**config.mk**
```make
export PLATFORM = sky130hd
export DESIGN_NAME = fb_scanout_flat
export DESIGN_NICKNAME = d
export VERILOG_FILES = /design/src/rtl/fb_scanout_if.sv /design/src/rtl/fb_scanout.sv /design/src/flat_wrapper.sv
export SDC_FILE = /design/constraint.sdc
export NUM_CORES = 1
export LEC_CHECK = 0
export CORE_MARGIN = 4
export CORE_UTILIZATION = 55
export DETAILED_ROUTE_END_ITERATION = 8
export PLACE_DENSITY = 0.85
export SYNTH_ARGS = -nofsm -noshare
export SYNTH_HDL_FRONTEND = slang
export SYNTH_SLANG_ARGS = --single-unit
```
**constraint.sdc**
```tcl
create_clock -name clk -period 8 [get_ports clk]
set_input_delay 1.2 -clock clk [delete_from_list [all_inputs] [get_ports clk]]
set_output_delay 1.2 -clock clk [all_outputs]
set_load 0.01 [all_outputs]
```
**src/rtl/fb_scanout_if.sv**
```systemverilog
// Scan-out bus bundle: BRAM read port plus the outgoing pixel stream.
//
// Handshake: the pixel stream is strict valid/ready. A pixel moves only in a
// cycle where pix_valid and pix_ready are both 1. Once pix_valid is raised,
// pix_data, pix_sof and pix_eol hold stable until that transfer happens, and
// the source never withdraws pix_valid without a transfer. The BRAM port is
// not handshaked: rd_data is valid exactly one cycle after rd_en.
interface fb_scanout_if #(
  parameter int ADDR_WIDTH = 32,
  parameter int DATA_WIDTH = 24
) ();
  logic                  rd_en;
  logic [ADDR_WIDTH-1:0] rd_addr;
  logic [DATA_WIDTH-1:0] rd_data;
  logic [DATA_WIDTH-1:0] pix_data;
  logic                  pix_valid;
  logic                  pix_ready;
  logic                  pix_sof;
  logic                  pix_eol;

  // Scan-out engine side.
  modport master (
    output rd_en, rd_addr, pix_data, pix_valid, pix_sof, pix_eol,
    input  rd_data, pix_ready
  );

  // BRAM and display side.
  modport slave (
    input  rd_en, rd_addr, pix_data, pix_valid, pix_sof, pix_eol,
    output rd_data, pix_ready
  );
endinterface

```
**src/rtl/fb_scanout.sv**
```systemverilog
// Frame-buffer scan-out: reads one ping-pong BRAM half per line and streams
// the pixels to the display through a 2-entry output FIFO, tagging the first
// pixel of the frame (sof) and the last pixel of each line (eol).
module fb_scanout #(
  parameter int ADDR_WIDTH     = 32,
  parameter int DISPLAY_WIDTH  = 640,
  parameter int DISPLAY_HEIGHT = 480,
  parameter int COLORS         = 3,
  parameter int COLOR_DEPTH    = 8,
  parameter int DATA_WIDTH     = COLORS * COLOR_DEPTH
) (
  input  logic         clk,
  input  logic         rst,
  input  logic         start,
  input  logic         write_bram,
  input  logic         line_ready,
  fb_scanout_if.master bus,
  output logic         line_done,
  output logic         frame_done,
  output logic         busy,
  output logic         underrun
);

  localparam int XW = $clog2(DISPLAY_WIDTH + 1);
  localparam int YW = $clog2(DISPLAY_HEIGHT + 1);
  localparam logic [XW-1:0] X_LAST = XW'(DISPLAY_WIDTH - 1);
  localparam logic [YW-1:0] Y_LAST = YW'(DISPLAY_HEIGHT - 1);

  typedef enum logic [1:0] {IDLE, WAIT_LINE, STREAM, DRAIN} state_t;

  typedef struct packed {
    logic                  sof;
    logic                  eol;
    logic [DATA_WIDTH-1:0] data;
  } entry_t;

  state_t                state;
  logic [XW-1:0]         x;
  logic [YW-1:0]         y;
  logic [ADDR_WIDTH-1:0] base;
  logic                  line_pending;
  logic                  frame_end;

  // Read pipeline: tags travel alongside the read so they meet rd_data.
  logic                  rd_vld;
  logic                  rd_sof_q;
  logic                  rd_eol_q;

  // Output FIFO.
  entry_t                mem [2];
  logic                  wr_ptr;
  logic                  rd_ptr;
  logic [1:0]            count;

  logic                  issue;
  logic                  pop;
  logic                  push;
  logic [2:0]            outstanding;
  entry_t                head;

  // Issue decision. It counts this cycle's pop as freeing a slot, which is
  // what lets a 2-entry FIFO sustain one pixel per cycle across the
  // one-cycle BRAM latency while still never overflowing.
  always_comb begin
    head        = mem[rd_ptr];
    pop         = (count != 2'd0) && bus.pix_ready;
    push        = rd_vld;
    outstanding = {1'b0, count} + {2'b00, rd_vld} - {2'b00, pop};
    issue       = (state == STREAM) && (outstanding < 3'd2);
  end

  assign bus.rd_en     = issue;
  assign bus.rd_addr   = base + ADDR_WIDTH'(x);
  assign bus.pix_valid = (count != 2'd0);
  assign bus.pix_data  = head.data;
  assign bus.pix_sof   = head.sof & bus.pix_valid;
  assign bus.pix_eol   = head.eol & bus.pix_valid;
  assign busy          = (state != IDLE);

  // Line/frame sequencing FSM with its counters, flags and pulse outputs.
  always_ff @(posedge clk or posedge rst) begin
    if (rst) begin
      state        <= IDLE;
      x            <= '0;
      y            <= '0;
      base         <= '0;
      line_pending <= 1'b0;
      frame_end    <= 1'b0;
      line_done    <= 1'b0;
      frame_done   <= 1'b0;
      underrun     <= 1'b0;
    end else begin
      line_done  <= 1'b0;
      frame_done <= 1'b0;

      // A new line_ready wins over the clear when both land together.
      if (line_ready) begin
        line_pending <= 1'b1;
      end else if (state == WAIT_LINE && line_pending) begin
        line_pending <= 1'b0;
      end

      case (state)
        IDLE: begin
          if (start) begin
            state    <= WAIT_LINE;
            y        <= '0;
            underrun <= 1'b0;
          end
        end
        WAIT_LINE: begin
          // The display wants pixels mid-frame but no line is ready yet.
          if (y != '0 && bus.pix_ready) begin
            underrun <= 1'b1;
          end
          if (line_pending) begin
            state <= STREAM;
            base  <= write_bram ? '0 : ADDR_WIDTH'(DISPLAY_WIDTH);
            x     <= '0;
          end
        end
        STREAM: begin
          if (issue) begin
            if (x == X_LAST) begin
              state <= DRAIN;
            end else begin
              x <= x + 1'b1;
            end
          end
        end
        DRAIN: begin
          if (frame_end) begin
            frame_end  <= 1'b0;
            frame_done <= 1'b1;
            state      <= IDLE;
          end else if (pop && head.eol) begin
            line_done <= 1'b1;
            if (y == Y_LAST) begin
              frame_end <= 1'b1;
            end else begin
              y     <= y + 1'b1;
              state <= WAIT_LINE;
            end
          end
        end
        default: state <= IDLE;
      endcase
    end
  end

  // Track the read in flight and the sof/eol tags that belong to it.
  always_ff @(posedge clk or posedge rst) begin
    if (rst) begin
      rd_vld   <= 1'b0;
      rd_sof_q <= 1'b0;
      rd_eol_q <= 1'b0;
    end else begin
      rd_vld   <= issue;
      rd_sof_q <= (x == '0) && (y == '0);
      rd_eol_q <= (x == X_LAST);
    end
  end

  // Output FIFO: push returning BRAM data, pop on an accepted pixel.
  always_ff @(posedge clk or posedge rst) begin
    if (rst) begin
      for (int i = 0; i < 2; i++) begin
        mem[i] <= '0;
      end
      wr_ptr <= 1'b0;
      rd_ptr <= 1'b0;
      count  <= 2'd0;
    end else begin
      if (push) begin
        mem[wr_ptr] <= '{sof: rd_sof_q, eol: rd_eol_q, data: bus.rd_data};
        wr_ptr      <= ~wr_ptr;
      end
      if (pop) begin
        rd_ptr <= ~rd_ptr;
      end
      count <= count + {1'b0, push} - {1'b0, pop};
    end
  end

endmodule
```
**src/flat_wrapper.sv**
```systemverilog
// flat-port wrapper written by rule: the top's interface ports become plain ports
module fb_scanout_flat 
#(
  parameter int ADDR_WIDTH     = 32,
  parameter int DISPLAY_WIDTH  = 640,
  parameter int DISPLAY_HEIGHT = 480,
  parameter int COLORS         = 3,
  parameter int COLOR_DEPTH    = 8,
  parameter int DATA_WIDTH     = COLORS * COLOR_DEPTH
)
  (clk, rst, start, write_bram, line_ready, line_done, frame_done, busy, underrun, bus_rd_en, bus_rd_addr, bus_pix_data, bus_pix_valid, bus_pix_sof, bus_pix_eol, bus_rd_data, bus_pix_ready);
  fb_scanout_if #(.ADDR_WIDTH(ADDR_WIDTH), .DATA_WIDTH(DATA_WIDTH)) bus_i ();
  input  logic clk;
  input  logic rst;
  input  logic start;
  input  logic write_bram;
  input  logic line_ready;
  output logic line_done;
  output logic frame_done;
  output logic busy;
  output logic underrun;
  output wire logic [$bits(bus_i.rd_en)-1:0] bus_rd_en;
  output wire logic [$bits(bus_i.rd_addr)-1:0] bus_rd_addr;
  output wire logic [$bits(bus_i.pix_data)-1:0] bus_pix_data;
  output wire logic [$bits(bus_i.pix_valid)-1:0] bus_pix_valid;
  output wire logic [$bits(bus_i.pix_sof)-1:0] bus_pix_sof;
  output wire logic [$bits(bus_i.pix_eol)-1:0] bus_pix_eol;
  input wire logic [$bits(bus_i.rd_data)-1:0] bus_rd_data;
  input wire logic [$bits(bus_i.pix_ready)-1:0] bus_pix_ready;
  assign bus_rd_en = bus_i.rd_en;
  assign bus_rd_addr = bus_i.rd_addr;
  assign bus_pix_data = bus_i.pix_data;
  assign bus_pix_valid = bus_i.pix_valid;
  assign bus_pix_sof = bus_i.pix_sof;
  assign bus_pix_eol = bus_i.pix_eol;
  assign bus_i.rd_data = bus_rd_data;
  assign bus_i.pix_ready = bus_pix_ready;
  fb_scanout #(.ADDR_WIDTH(ADDR_WIDTH), .DISPLAY_WIDTH(DISPLAY_WIDTH), .DISPLAY_HEIGHT(DISPLAY_HEIGHT), .COLORS(COLORS), .COLOR_DEPTH(COLOR_DEPTH), .DATA_WIDTH(DATA_WIDTH)) u_core (.clk(clk), .rst(rst), .start(start), .write_bram(write_bram), .line_ready(line_ready), .bus(bus_i), .line_done(line_done), .frame_done(frame_done), .busy(busy), .underrun(underrun));
endmodule
```
### After elaboration in Yosys (flattened, before gate mapping)

Index checks and enable logic that the tools add are counted.

* register bits after elaboration: 117
* input port bits: 30
* output and inout port bits: 64
* word-level logic and storage cells: 113

* add/subtract/negate cells: 7
* order comparisons: 4
* eq/ne operators: 16
* multiplexer cells: 37
* bitwise gates (word level): 6
* reduce and logical (&&, ||, !) cells: 22

Operators with widths (count)
* $mux W26: 4
* $bwmux W52: 1
* $mux W10: 4
* $mux W9: 4
* $add A32 B10 Y32: 1
* $demux W26 S1: 1
* $pmux W10 S2: 1
* $pmux W9 S2: 1
* $mux W2: 7
* $mux W1: 12
* $ne A2 B2 Y1 const B: 6
* $reduce_bool A2 Y1: 6
* $add A10 B1 Y10 const B: 1
* $eq A10 B10 Y1 const B: 1
* $logic_not A10 Y1: 1
* $add A9 B1 Y9 const B: 1
* $eq A9 B9 Y1 const B: 1
* $logic_not A9 Y1: 1
* $reduce_bool A9 Y1: 1
* $pmux W2 S4: 1
* $logic_and A1 B1 Y1: 7
* $ne A2 B1 Y1 const B: 3
* $reduce_and A6 Y1: 1
* $reduce_and A5 Y1: 1
* 19 further kinds: 24

### Depth between registers and ports, before layout

Gate-level depths: netlist of the first run.

* depth in word-level cells: 8
* depth in mapped cells: 10
* mapped depth without buffers: 10

### Worst setup path after synthesis of the first run

OpenSTA, ideal clock, no wires.

* path type: input-to-output
* start point: in bus_pix_ready
* end point: out bus_rd_en
* arrival time: 2836 ps
* data required time: 6800 ps
* setup slack: 3964 ps
* stages: 8
* buffers on the path: 0
* path through: o21ai_2 inv_1 ha_1 inv_1 ha_1 fa_1 xnor2_1 nor3b_1

* word-level cells in the longest chain between the ends: 4

RTL lines
* from (decl): RTL line flat_wrapper.sv:29 `input wire logic [$bits(bus_i.pix_ready)-1:0] bus_pix_ready;`
* $logic_and A1 B1 Y1: RTL line fb_scanout.sv:66 `pop = (count != 2'd0) && bus.pix_ready;`
* via u_core.pop: RTL line fb_scanout.sv:56 `logic pop;`
* $sub A3 B1 Y3: RTL line fb_scanout.sv:68 `outstanding = {1'b0, count} + {2'b00, rd_vld} - {2'b00, pop};`
* $lt A3 B2 Y1: RTL line fb_scanout.sv:69 `issue = (state == STREAM) && (outstanding < 3'd2);`
* $logic_and A1 B1 Y1: RTL line fb_scanout.sv:69
* to (decl): RTL line flat_wrapper.sv:22 `output wire logic [$bits(bus_i.rd_en)-1:0] bus_rd_en;`

The timed path passes the listed nets, and every way through them passes these cells.

### Final worst setup path of the first run

Ends and elaborated chain as after synthesis.

==> summary.txt, run 1 <==
Outcome
  • Status: complete, no violations

Power and ir drop
  • Psw: between 700 and 800 uW
  • PwrDens: about 380 nW/um^2
  • Switch share: 0.3408
  • Worst IR Drop VDD: about 210 uV
  • Reg power frac: 0.346
  • Leak Pwr: 0.002378 uW
  • Power Total: around 2100 uW
  • P_int: 1378 uW
  • Combinational power share: 0.474
  • Clock power frac: 0.179

Route
  • Via count: 3,174
  • Vias/cell: 5.658
  • Drt total wl: ~9500 um
  • Remaining DRCs: 0
  • Routed wire per std cell: 16.86 um
  • Antenna-violating nets left: 0
  • First-pass iteration count of the detailed router: 4
  • 1st-iter DRT viols: 117

Timing
  • Worst hold margin: 0.5042 ns
  • Slew Viols, Final: 0
  • Worst slew pin tran: 1.053 ns
  • Crit share post-route: 0.6473
  • Hold Violations, Final: 0
  • Setup violators final: 0
  • TNS Setup: 0 ns
  • Achievable frequency: 193.1 MHz
  • Crit path time final: ~5.2 ns
  • RSZ-0062 raised after global routing: false
  • Worst Skew: 0.005170 ns
  • Slew headroom: 0.2982

Synthesis
  • Area leader, netlist: dfrtp_1
  • Mean Syn Cell Area: roughly 12 sq um
  • Most common cell in the synthesized netlist: dfrtp_1
  • Post-Synthesis Cells: between 300 and 400
  • Yosys warnings: 0
  • Synth Cell Area: 4551 sq um
  • Top FF cell, synth: dfrtp_1
  • Post-synthesis async set-or-reset flop share: 1.000
  • Synth Register Bits: 86
  • Sequential share of the synthesized area: 0.4729
  • Unique masters post-synth: 55
  • Top post-synthesis cells by area: dfrtp_1 (47%), mux2_2 (19%), buf_4 (4.6%)
  • Commonest cells post-synth: dfrtp_1 (86), mux2_2 (77), buf_4 (28)
  • Post-synth top area share: 0.4729
  • Number of synthesized flops with an enable pin: 0

Clock network
  • TritonCTS Buffers: 9
  • CTS tree: done
  • Clock transition at path regs: roughly 0.08 ns
  • Clock sinks: 86
  • Depth of the CTS H-tree: 3
  • CTS Root Cell: clkbuf_8
  • Clock latency on the worst-skew pair: 0.35 ns
  • CTS Hold Bufs: 0
  • Resized cells post-CTS: 0
  • Post-CTS Setup Repair Bufs: 0
  • CTS Buffer Depth: 2

Global routing
  • Global-route wire length before repair: 15,750 um
  • Gr usage total: 0.1981
  • GRT overflow: 0
  • Initial antenna violation count: 0
  • Number of global-route vias before repair: 3,270
  • Pin count of the biggest net entering global routing: 87

Min path
  • Hold depth: 1
  • HP Start: u_core.mem[49]$_DFFE_PP0P_
  • Hold path endpoint: u_core.mem[49]$_DFFE_PP0P_
  • Hold Path Class: flop to flop

Worst setup path
  • Critical Path End Type: output port
  • Max Fanout on Critical Path: 6
  • Worst path required time: 6.80 ns
  • Worst r2r dst: u_core.x[8]$_DFFE_PP0P_
  • Data arrival time of the critical path: 3.98 ns
  • Critical path type: input port to output port
  • R2R depth: 10
  • Worst setup SP type: input port
  • Crit Reg-Reg Startpoint: u_core.count[0]$_DFF_PP0_
  • Setup slack, reg-to-reg: 4.90 ns

Floorplanning
  • CORE AREA: slightly below 8000 sq um
  • Initial core utilization: 0.5769
  • Die Ht: 98.96 um
  • Die Area: between 9000 and 10,000 sq um
  • Ports: 94
  • FP Rows: 32
  • Die width: 98.96 um

Finish
  • # nets final: 499
  • Syn-to-layout area delta: 20.51%
  • Share of layout cells above drive strength 1: 0.2353
  • Register area: 2152 sq um
  • Multi-input gate area: 2127 sq um
  • Layout fillers: 586
  • Antenna cells: 0

Place
  • Dpl hpwl: 6618 um
  • I/O Buffers: 72
  • RePlAce Congestion: 0.8208

Job
  • Max_cap viols: 0
[power groups by stage]
stage               combinational (uW)  sequential (uW)  clock (uW)
floorplan                          670              689           0
global placement                   963              713           0
detailed placement                 995              730           0
CTS                               1000              723         383
global route                      1080              747         399
finish                             992              724         375
[cells in the final DEF, fill, tap and decap left out, types with 3 or more instances in the layout]
cell type,Yosys,layout
dfrtp_1,86,86
mux2_2,77,77
clkdlybuf4s50_1,0,72
conb_1,1,21
inv_1,19,18
nand2_1,17,17
ha_1,14,14
clkbuf_8,0,11
a31oi_1,10,10
nand3_1,10,10
nor2_1,10,10
o21ai_0,10,10
nor3_1,7,7
nor3b_1,5,5
nor2b_1,6,5
a221o_1,5,5
a21oi_1,4,4
or3_1,4,4
nor4_1,4,4
nand4_1,4,4
and3_1,4,4
buf_4,28,4
a31o_2,3,3
xnor2_1,3,3
mux2i_1,3,3
and4b_1,3,3
a41oi_1,3,3
bufinv_16,0,3
[cell type report]
class / instances / area share
Timing Repair Buffer: 76 / 0.1369
Tap cell: 102 / 0.02327
Sequential cell: 86 / 0.3924
Clock inverter: 3 / 0.01643
Multi-Input combinational cell: 261 / 0.3879
Inverter: 20 / 0.01415
Clock buffer: 13 / 0.02898
[flip-flops by register name, indices dropped and copies added (netlist names), 2 cells and up]
| name | cells |
|---|---|
| u_core.count | 2 |
| u_core.x | 10 |
| u_core.state | 2 |
| u_core.y | 9 |
| u_core.mem | 52 |
[worst max path at each step]
stage                   from   endpoint  slack [ns]  cells after the start
5_1_grt        bus_pix_ready  bus_rd_en        2.60                     10
3_5_place_dp   bus_pix_ready  bus_rd_en        2.84                     10
6_report       bus_pix_ready  bus_rd_en        2.82                     10
3_3_place_gp   bus_pix_ready  bus_rd_en        2.92                     10
2_1_floorplan  bus_pix_ready  bus_rd_en        3.96                      8
4_1_cts        bus_pix_ready  bus_rd_en        2.79                     10
[through the flow]
stage | cell area (sq um) | cells | util | setup WS, ns
after floorplan | 4626 | 410 | - | 3.964
after CTS | 5484 | 561 | 0.6953 | 2.791
after global routing | 5484 | 561 | 0.6953 | 2.596
final | 5484 | 561 | 0.6953 | 2.821
after global placement | 5235 | 545 | 0.6637 | 2.917
after detailed placement | 5235 | 545 | 0.6637 | 2.835
[cell families (layout without fill, tap and decap cells)]
| group | Yosys count | after routing | share of synthesized area |
|---|---|---|---|
| xor+xnor | 5 | 5 | 0.009625 |
| flops | 86 | 86 | 0.4729 |
| buf+inv | 63 | 112 | 0.07671 |
| simple gates | 86 | 86 | 0.1094 |
| other cells | 1 | 21 | 0.0008241 |
| fa+ha+maj | 15 | 15 | 0.04289 |
| mux | 81 | 81 | 0.2002 |
| compound gates | 53 | 53 | 0.08744 |
[per-layer routing]
layer | part of all wire | global-route usage | vias up
li1 | - | - | 1486
met1 | 0.43 | 0.2608 | 1570
met2 | 0.50 | 0.3239 | 104
met3 | 0.056 | 0.03892 | 14
met4 | 0.018 | 0.07563 | 0
met5 | 0 | 0 | -
[worst max-delay path: stages]
cell             delay, ns
clkdlybuf4s50_1       0.46
o21ai_2               0.16
inv_1                 0.10
ha_1                  0.29
inv_1                 0.04
ha_1                  0.19
fa_1                  0.39
xnor2_1               0.24
nor3b_1               0.31
clkdlybuf4s50_1       0.60
Power figures use the tool's default switching activity.
==> run 2, diff against run 1 <==
- CORE_UTILIZATION: 55 -> 52
- PLACE_DENSITY: 0.85 -> 0.81
- clock period: 8 -> 5.1 ns (I/O delays scaled with it)
==> summary.txt, run 2 (synthesis results as in run 1) <==
Min path
  • Hold Path Class: flop to flop (unchanged)
  • HP Start: u_core.rd_sof_q$_DFF_PP0_ (was u_core.mem[49]$_DFFE_PP0P_)

Place
  • Post-placement cell count: 547 (was 545)
  • Setup Slack @ Placement: 0.8436 ns (was 2.835 ns)
  • RePlAce Congestion: 0.8441 (was 0.8208)
  • I/O Buffers: 72 (unchanged)
  • Dpl hpwl: 6559 um (was 6618 um)

Worst setup path
  • Worst path required time: 4.34 ns (was 6.80 ns)
  • CP top delay family: buffers and inverters (unchanged)
  • Crit Reg-Reg Startpoint: u_core.count[1]$_DFF_PP0_ (was u_core.count[0]$_DFF_PP0_)
  • CP startpoint: bus_pix_ready (unchanged)
  • Slowest cell delay on critical path: 0.59 ns (was 0.60 ns)
  • Worst setup SP type: input port (unchanged)
  • CP cell instances: clkdlybuf4s50_1 > o21ai_2 > inv_1 > ha_1 > inv_1 > ha_1 > fa_1 > xnor2_1 > nor3b_1 > clkdlybuf4s50_1 (unchanged)
  • Data arrival time of the critical path: 3.50 ns (was 3.98 ns)
  • Slowest stage cell, crit path: clkdlybuf4s50_1 (unchanged)
  • Critical path type: input port to output port (unchanged)
  • Max Fanout on Critical Path: 6 (unchanged)
  • CP Buf/Inv Count: 4 (unchanged)
  • Critical Path End Type: output port (unchanged)

Timing
  • Hold Violations, Final: 0 (unchanged)
  • Achievable frequency: 234.4 MHz
  • Crit path time final: between 4 and 5 ns
  • Crit share post-route: 0.8364
  • Final WS setup: 0.8341 ns (was 2.821 ns)
  • RSZ-0062 raised after global routing: false (unchanged)
  • Worst slew pin tran: 1.184 ns (was 1.053 ns)
  • Worst Skew: 0.007869 ns (was 0.005170 ns)
  • Slew Viols, Final: 0 (unchanged)
  • TNS Setup: 0 ns (unchanged)
  • Slew headroom: 0.2091 (was 0.2982)
  • Setup violators final: 0 (unchanged)

Global routing
  • Gr usage total: 0.1918 (was 0.1981)
  • Pin count of the biggest net entering global routing: 59 (was 87)
  • Initial antenna violation count: 0 (unchanged)
  • Global-route wire length before repair: 15,670 um (was 15,750 um)
  • GRT overflow: 0 (unchanged)
  • Number of global-route vias before repair: 3,223 (was 3,270)

Finish
  • Multi-input gate area: 2127 sq um (unchanged)
  • Syn-to-layout area delta: 18.78% (was 20.51%)
  • Most common cell after layout, fill and taps aside: dfrtp_1 (unchanged)
  • Biggest register: u_core.mem (unchanged)
  • Share of layout cells above drive strength 1: 0.2380 (was 0.2353)
  • Layout fillers: 649 (was 586)
  • Most frequent cells in the layout: dfrtp_1 (86), mux2_2 (77), clkdlybuf4s50_1 (72), conb_1 (21), inv_1 (18) (unchanged)
  • # nets final: 498 (was 499)
  • Register area: 2152 sq um (unchanged)
  • Antenna cells: 0 (unchanged)
  • Max reg flops: 52 (unchanged)
  • Post-layout util: 0.6449 (was 0.6953)
  • Final std cells w/o fill: 563 (was 561)
  • Largest registers: u_core.mem (52), u_core.x (10), u_core.y (9) (unchanged)

Power and ir drop
  • Worst IR Drop VDD: 332.6 uV (was 210.9 uV)
  • PwrDens: 575.4 nW/um^2 (was 381.2 nW/um^2)
  • Leak Pwr: 0.002331 uW (was 0.002378 uW)
  • Power Total: 3110 uW (was 2091 uW)

Floorplanning
  • CORE AREA: 8382 sq um (was 7888 sq um)
  • Initial core utilization: 0.5429 (was 0.5769)
  • Die Area: 10,310 sq um (was 9793 sq um)
  • Ports: 94 (unchanged)
  • Die Ht: 101.5 um (was 98.96 um)
  • Die width: 101.5 um (was 98.96 um)
  • FP Rows: 33 (was 32)

Clock network
  • Resized cells post-CTS: 0 (unchanged)
  • CTS Hold Bufs: 0 (unchanged)
  • CTS Root Cell: clkbuf_8 (unchanged)
  • Clock transition at path regs: 0.09 ns (was 0.08 ns)
  • CTS Buffer Depth: 2 (unchanged)
  • TritonCTS Buffers: 9 (unchanged)
  • Post-CTS Setup Repair Bufs: 0 (unchanged)
  • CTS tree: done (unchanged)
  • Depth of the CTS H-tree: 3 (unchanged)
  • Clock latency on the worst-skew pair: 0.36 ns (was 0.35 ns)
  • Clock sinks: 86 (unchanged)

Route
  • 1st-iter DRT viols: 101 (was 117)
  • First-pass iteration count of the detailed router: 4 (unchanged)
  • Drt total wl: 9343 um (was 9458 um)
  • Remaining DRCs: 0 (unchanged)
  • Antenna-violating nets left: 0 (unchanged)
  • Via count: 3,157 (was 3,174)
  • Routed wire per std cell: 16.60 um (was 16.86 um)
  • Vias/cell: 5.607 (was 5.658)

Job
  • Max_cap viols: 0 (unchanged)

Outcome
  • Status: complete, no violations (unchanged)
-- run 2: cell type report --
cell class | instances | share of cell area
multi-input cells | 261 | 0.3935
repair buffers | 75 | 0.1375
flip-flops and latches | 86 | 0.3981
clock inverters | 7 | 0.009259
inverters | 20 | 0.01435
clock buffers | 9 | 0.02292
well taps | 105 | 0.02431
-- run 2: worst paths after layout --
check / cells past startpoint / to / slack [ns]
hold reg to reg: 1 / u_core.mem[25]$_DFFE_PP0P_ / 0.50
setup / recovery: 10 / bus_rd_en / 0.83
min in group asynchronous: 2 / u_core.mem[13]$_DFFE_PP0P_ / 0.93
setup reg to reg: 10 / u_core.x[1]$_DFFE_PP0P_ / 2.05
hold / removal: 1 / u_core.mem[25]$_DFFE_PP0P_ / 0.50
max in group asynchronous: 3 / u_core.rd_sof_q$_DFF_PP0_ / 3.22
-- run 2: metrics by stage --
| step | cell area [sq um] | hold slack [ns] |
|---|---|---|
| floorplan | 4626 | 0.4621 |
| global placement | 5231 | 0.4812 |
| detailed placement | 5231 | 0.4879 |
| CTS | 5405 | 0.5012 |
| global route | 5405 | 0.5093 |
| finish | 5405 | 0.4990 |
-- run 2: power by group --
| part | switching (uW) | internal, uW |
|---|---|---|
| Combinational | 688 | 859 |
| Clock | 255 | 177 |
| Sequential | 181 | 950 |
| Total | 1120 | 1990 |
-- run 2: metal layers --
metal / up-vias / GRT usage / routed length, um
met1: 1569 / 0.2496 / 3973
met5: - / 0 / 0
met3: 11 / 0.05096 / 581
li1: 1487 / - / -
met2: 90 / 0.3154 / 4679
met4: 0 / 0.05726 / 108
==> run 3, diff against run 2 <==
- CORE_UTILIZATION: 52 -> 47
- PLACE_DENSITY: 0.81 -> 0.77
- clock period: 5.1 -> 3.65 ns (I/O delays scaled with it)
==> summary.txt, run 3 (synthesis results as in run 1) <==
Worst setup path
  • Slowest cell delay on critical path: 0.43 ns (was 0.59 ns)
  • CP startpoint: bus_pix_ready (unchanged)
  • Worst path required time: 3.10 ns (was 4.34 ns)
  • Max Fanout on Critical Path: 2 (was 6)
  • Data arrival time of the critical path: 2.59 ns (was 3.50 ns)
  • Slowest stage cell, crit path: clkdlybuf4s50_1 (unchanged)
  • Setup slack, reg-to-reg: 0.69 ns (was 2.05 ns)
  • Critical path type: input port to output port (unchanged)
  • Worst setup SP type: input port (unchanged)
  • CP cell instances: clkdlybuf4s50_1 > o21ai_2 > inv_1 > ha_1 > inv_1 > ha_1 > fa_1 > xnor2_1 > nor3b_2 > dlymetal6s2s_1 (was clkdlybuf4s50_1 > o21ai_2 > inv_1 > ha_1 > inv_1 > ha_1 > fa_1 > xnor2_1 > nor3b_1 > clkdlybuf4s50_1)
  • Critical Path End Type: output port (unchanged)
  • Crit Reg-Reg Startpoint: u_core.count[1]$_DFF_PP0_ (unchanged)
  • Setup crit end: bus_rd_en (unchanged)
  • Worst r2r dst: u_core.x[1]$_DFFE_PP0P_ (unchanged)
  • R2R depth: 11 (was 10)

Power and ir drop
  • PwrDens: 811.2 nW/um^2 (was 575.4 nW/um^2)
  • Leak Pwr: 0.002393 uW (was 0.002331 uW)
  • Switch share: 0.3575 (was 0.3614)
  • Worst IR Drop VDD: 481.2 uV (was 332.6 uV)
  • Power Total: 4472 uW (was 3110 uW)
  • Combinational power share: 0.498 (was 0.497)
  • Reg power frac: 0.354 (was 0.363)
  • P_int: 2873 uW (was 1986 uW)
  • Clock power frac: 0.149 (was 0.139)
  • Psw: 1599 uW (was 1124 uW)

Clock network
  • Depth of the CTS H-tree: 3 (unchanged)
  • TritonCTS Buffers: 9 (unchanged)
  • CTS Buffer Depth: 2 (unchanged)
  • CTS tree: done (unchanged)
  • Clock transition at path regs: 0.08 ns (was 0.09 ns)
  • Clock latency on the worst-skew pair: 0.35 ns (was 0.36 ns)
  • CTS Root Cell: clkbuf_8 (unchanged)
  • Clock sinks: 86 (unchanged)

Finish
  • Largest registers: u_core.mem (52), u_core.x (10), u_core.y (9) (unchanged)
  • Share of layout cells above drive strength 1: 0.2468 (was 0.2380)
  • Biggest register: u_core.mem (unchanged)
  • Max reg flops: 52 (unchanged)
  • Post-layout util: 0.5910 (was 0.6449)
  • Most common cell after layout, fill and taps aside: dfrtp_1 (unchanged)
  • Layout fillers: 783 (was 649)
  • Syn-to-layout area delta: 21.14% (was 18.78%)
  • Multi-input gate area: 2132 sq um (was 2127 sq um)
  • Register area: 2152 sq um (unchanged)
  • Antenna cells: 0 (unchanged)
  • Most frequent cells in the layout: dfrtp_1 (86), mux2_2 (77), clkdlybuf4s50_1 (71), conb_1 (21), inv_1 (18) (was dfrtp_1 (86), mux2_2 (77), clkdlybuf4s50_1 (72), conb_1 (21), inv_1 (18))
  • # nets final: 502 (was 498)

Min path
  • Hold Path Class: flop to flop (unchanged)

Place
  • I/O Buffers: 72 (unchanged)
  • RePlAce Congestion: 0.8262 (was 0.8441)
  • Dpl hpwl: 6688 um (was 6559 um)

Global routing
  • Global-route wire length before repair: 16,030 um (was 15,670 um)
  • Pin count of the biggest net entering global routing: 55 (was 59)
  • Number of global-route vias before repair: 3,250 (was 3,223)
  • Gr usage total: 0.1740 (was 0.1918)
  • Initial antenna violation count: 0 (unchanged)
  • GRT overflow: 0 (unchanged)

Route
  • Routed wire per std cell: 16.19 um (was 16.60 um)
  • 1st-iter DRT viols: 147 (was 101)
  • Vias/cell: 5.472 (was 5.607)
  • Antenna-violating nets left: 0 (unchanged)
  • Via count: 3,234 (was 3,157)
  • Remaining DRCs: 0 (unchanged)
  • First-pass iteration count of the detailed router: 4 (unchanged)
  • Drt total wl: 9570 um (was 9343 um)

Floorplanning
  • CORE AREA: 9328 sq um (was 8382 sq um)
  • Die width: 106.4 um (was 101.5 um)
  • FP Rows: 35 (was 33)
  • Ports: 94 (unchanged)
  • Die Area: 11,320 sq um (was 10,310 sq um)
  • Die Ht: 106.4 um (was 101.5 um)
  • Initial core utilization: 0.4879 (was 0.5429)

Timing
  • Achievable frequency: 319.2 MHz
  • Slew headroom: 0.3689 (was 0.2091)
  • Crit share post-route: 0.8583
  • Setup violators final: 0 (unchanged)
  • Worst slew pin tran: 0.9467 ns (was 1.184 ns)
  • Slew Viols, Final: 0 (unchanged)
  • Crit path time final: 3.133 ns
  • Hold Violations, Final: 0 (unchanged)
  • TNS Setup: 0 ns (unchanged)
  • Worst Skew: 0.007459 ns (was 0.007869 ns)
  • RSZ-0062 raised after global routing: false (unchanged)

Job
  • Max_cap viols: 0 (unchanged)

Outcome
  • Status: complete, no violations (unchanged)
[run 3: changes by cell type in the layout (fill, tap and decap cells not counted), sizes merged]
cell           before  now
buf                 3    7
clkbuf              9   12
clkdlybuf4s50      72   71
clkinv              5    3
clkinvlp            3    1
dlymetal6s2s        0    1
inv                19   20
[run 3: worst min path at each step]
stage                                       startpoint                           end  depth (start not counted)  slack (ns)
after floorplan           u_core.frame_end$_DFFE_PP0P_  u_core.frame_end$_DFFE_PP0P_                          2        0.46
after global placement       u_core.rd_eol_q$_DFF_PP0_    u_core.mem[24]$_DFFE_PP0P_                          1        0.48
after detailed placement     u_core.mem[8]$_DFFE_PP0P_     u_core.mem[8]$_DFFE_PP0P_                          1        0.49
after CTS                    u_core.mem[8]$_DFFE_PP0P_     u_core.mem[8]$_DFFE_PP0P_                          1        0.51
after global routing         u_core.rd_eol_q$_DFF_PP0_    u_core.mem[24]$_DFFE_PP0P_                          1        0.52
final                        u_core.rd_sof_q$_DFF_PP0_    u_core.mem[25]$_DFFE_PP0P_                          1        0.51
[run 3: worst max-delay path: cells and delay by family]
kind / cells / cell delay (ns)
compound gates: 1 / 0.08
fa+ha+maj: 3 / 0.83
simple gates: 1 / 0.22
xor+xnor: 1 / 0.18
buf+inv: 4 / 0.73
[run 3: stage by stage]
stage / area (sq um) / instances / worst slack (ns) / hold WS [ns]
5_1_grt: 5513 / 591 / 0.3530 / 0.5231
6_report: 5513 / 591 / 0.5170 / 0.5074
2_1_floorplan: 4626 / 410 / 0.8452 / 0.4621
4_1_cts: 5505 / 591 / 0.02809 / 0.5121
3_5_place_dp: 5304 / 575 / 0.03571 / 0.4886
3_3_place_gp: 5304 / 575 / 0.1282 / 0.4780
[run 3: layer usage]
metal  share of wire  GRT usage
met1            0.44     0.2277
met2            0.49     0.2864
met3           0.056    0.05039
met4           0.014    0.03978
met5               0          0
[run 3: cell type report]
type | count | area share
Tap cell | 129 | 0.02928
Inverter | 20 | 0.01407
Sequential cell | 86 | 0.3904
Timing Repair Buffer | 79 | 0.1430
Clock buffer | 12 | 0.02996
Multi-Input combinational cell | 261 | 0.3867
Clock inverter | 4 | 0.006582
[run 3: power by group through the flow]
stage               Sequential (uW)  Clock (uW)  Combinational (uW)
detailed placement             1600           0                2230
finish                         1580         665                2230
floorplan                      1510           0                1470
CTS                            1580         692                2240
global route                   1640         726                2410
global placement               1570           0                2170
[run 3: what timing repair did]
action,CTS,global route
buffers inserted,0,0
hold endpoints to repair,0,0
gates resized for setup,0,2
endpoints found under the setup margin,0,1
hold buffers,0,0
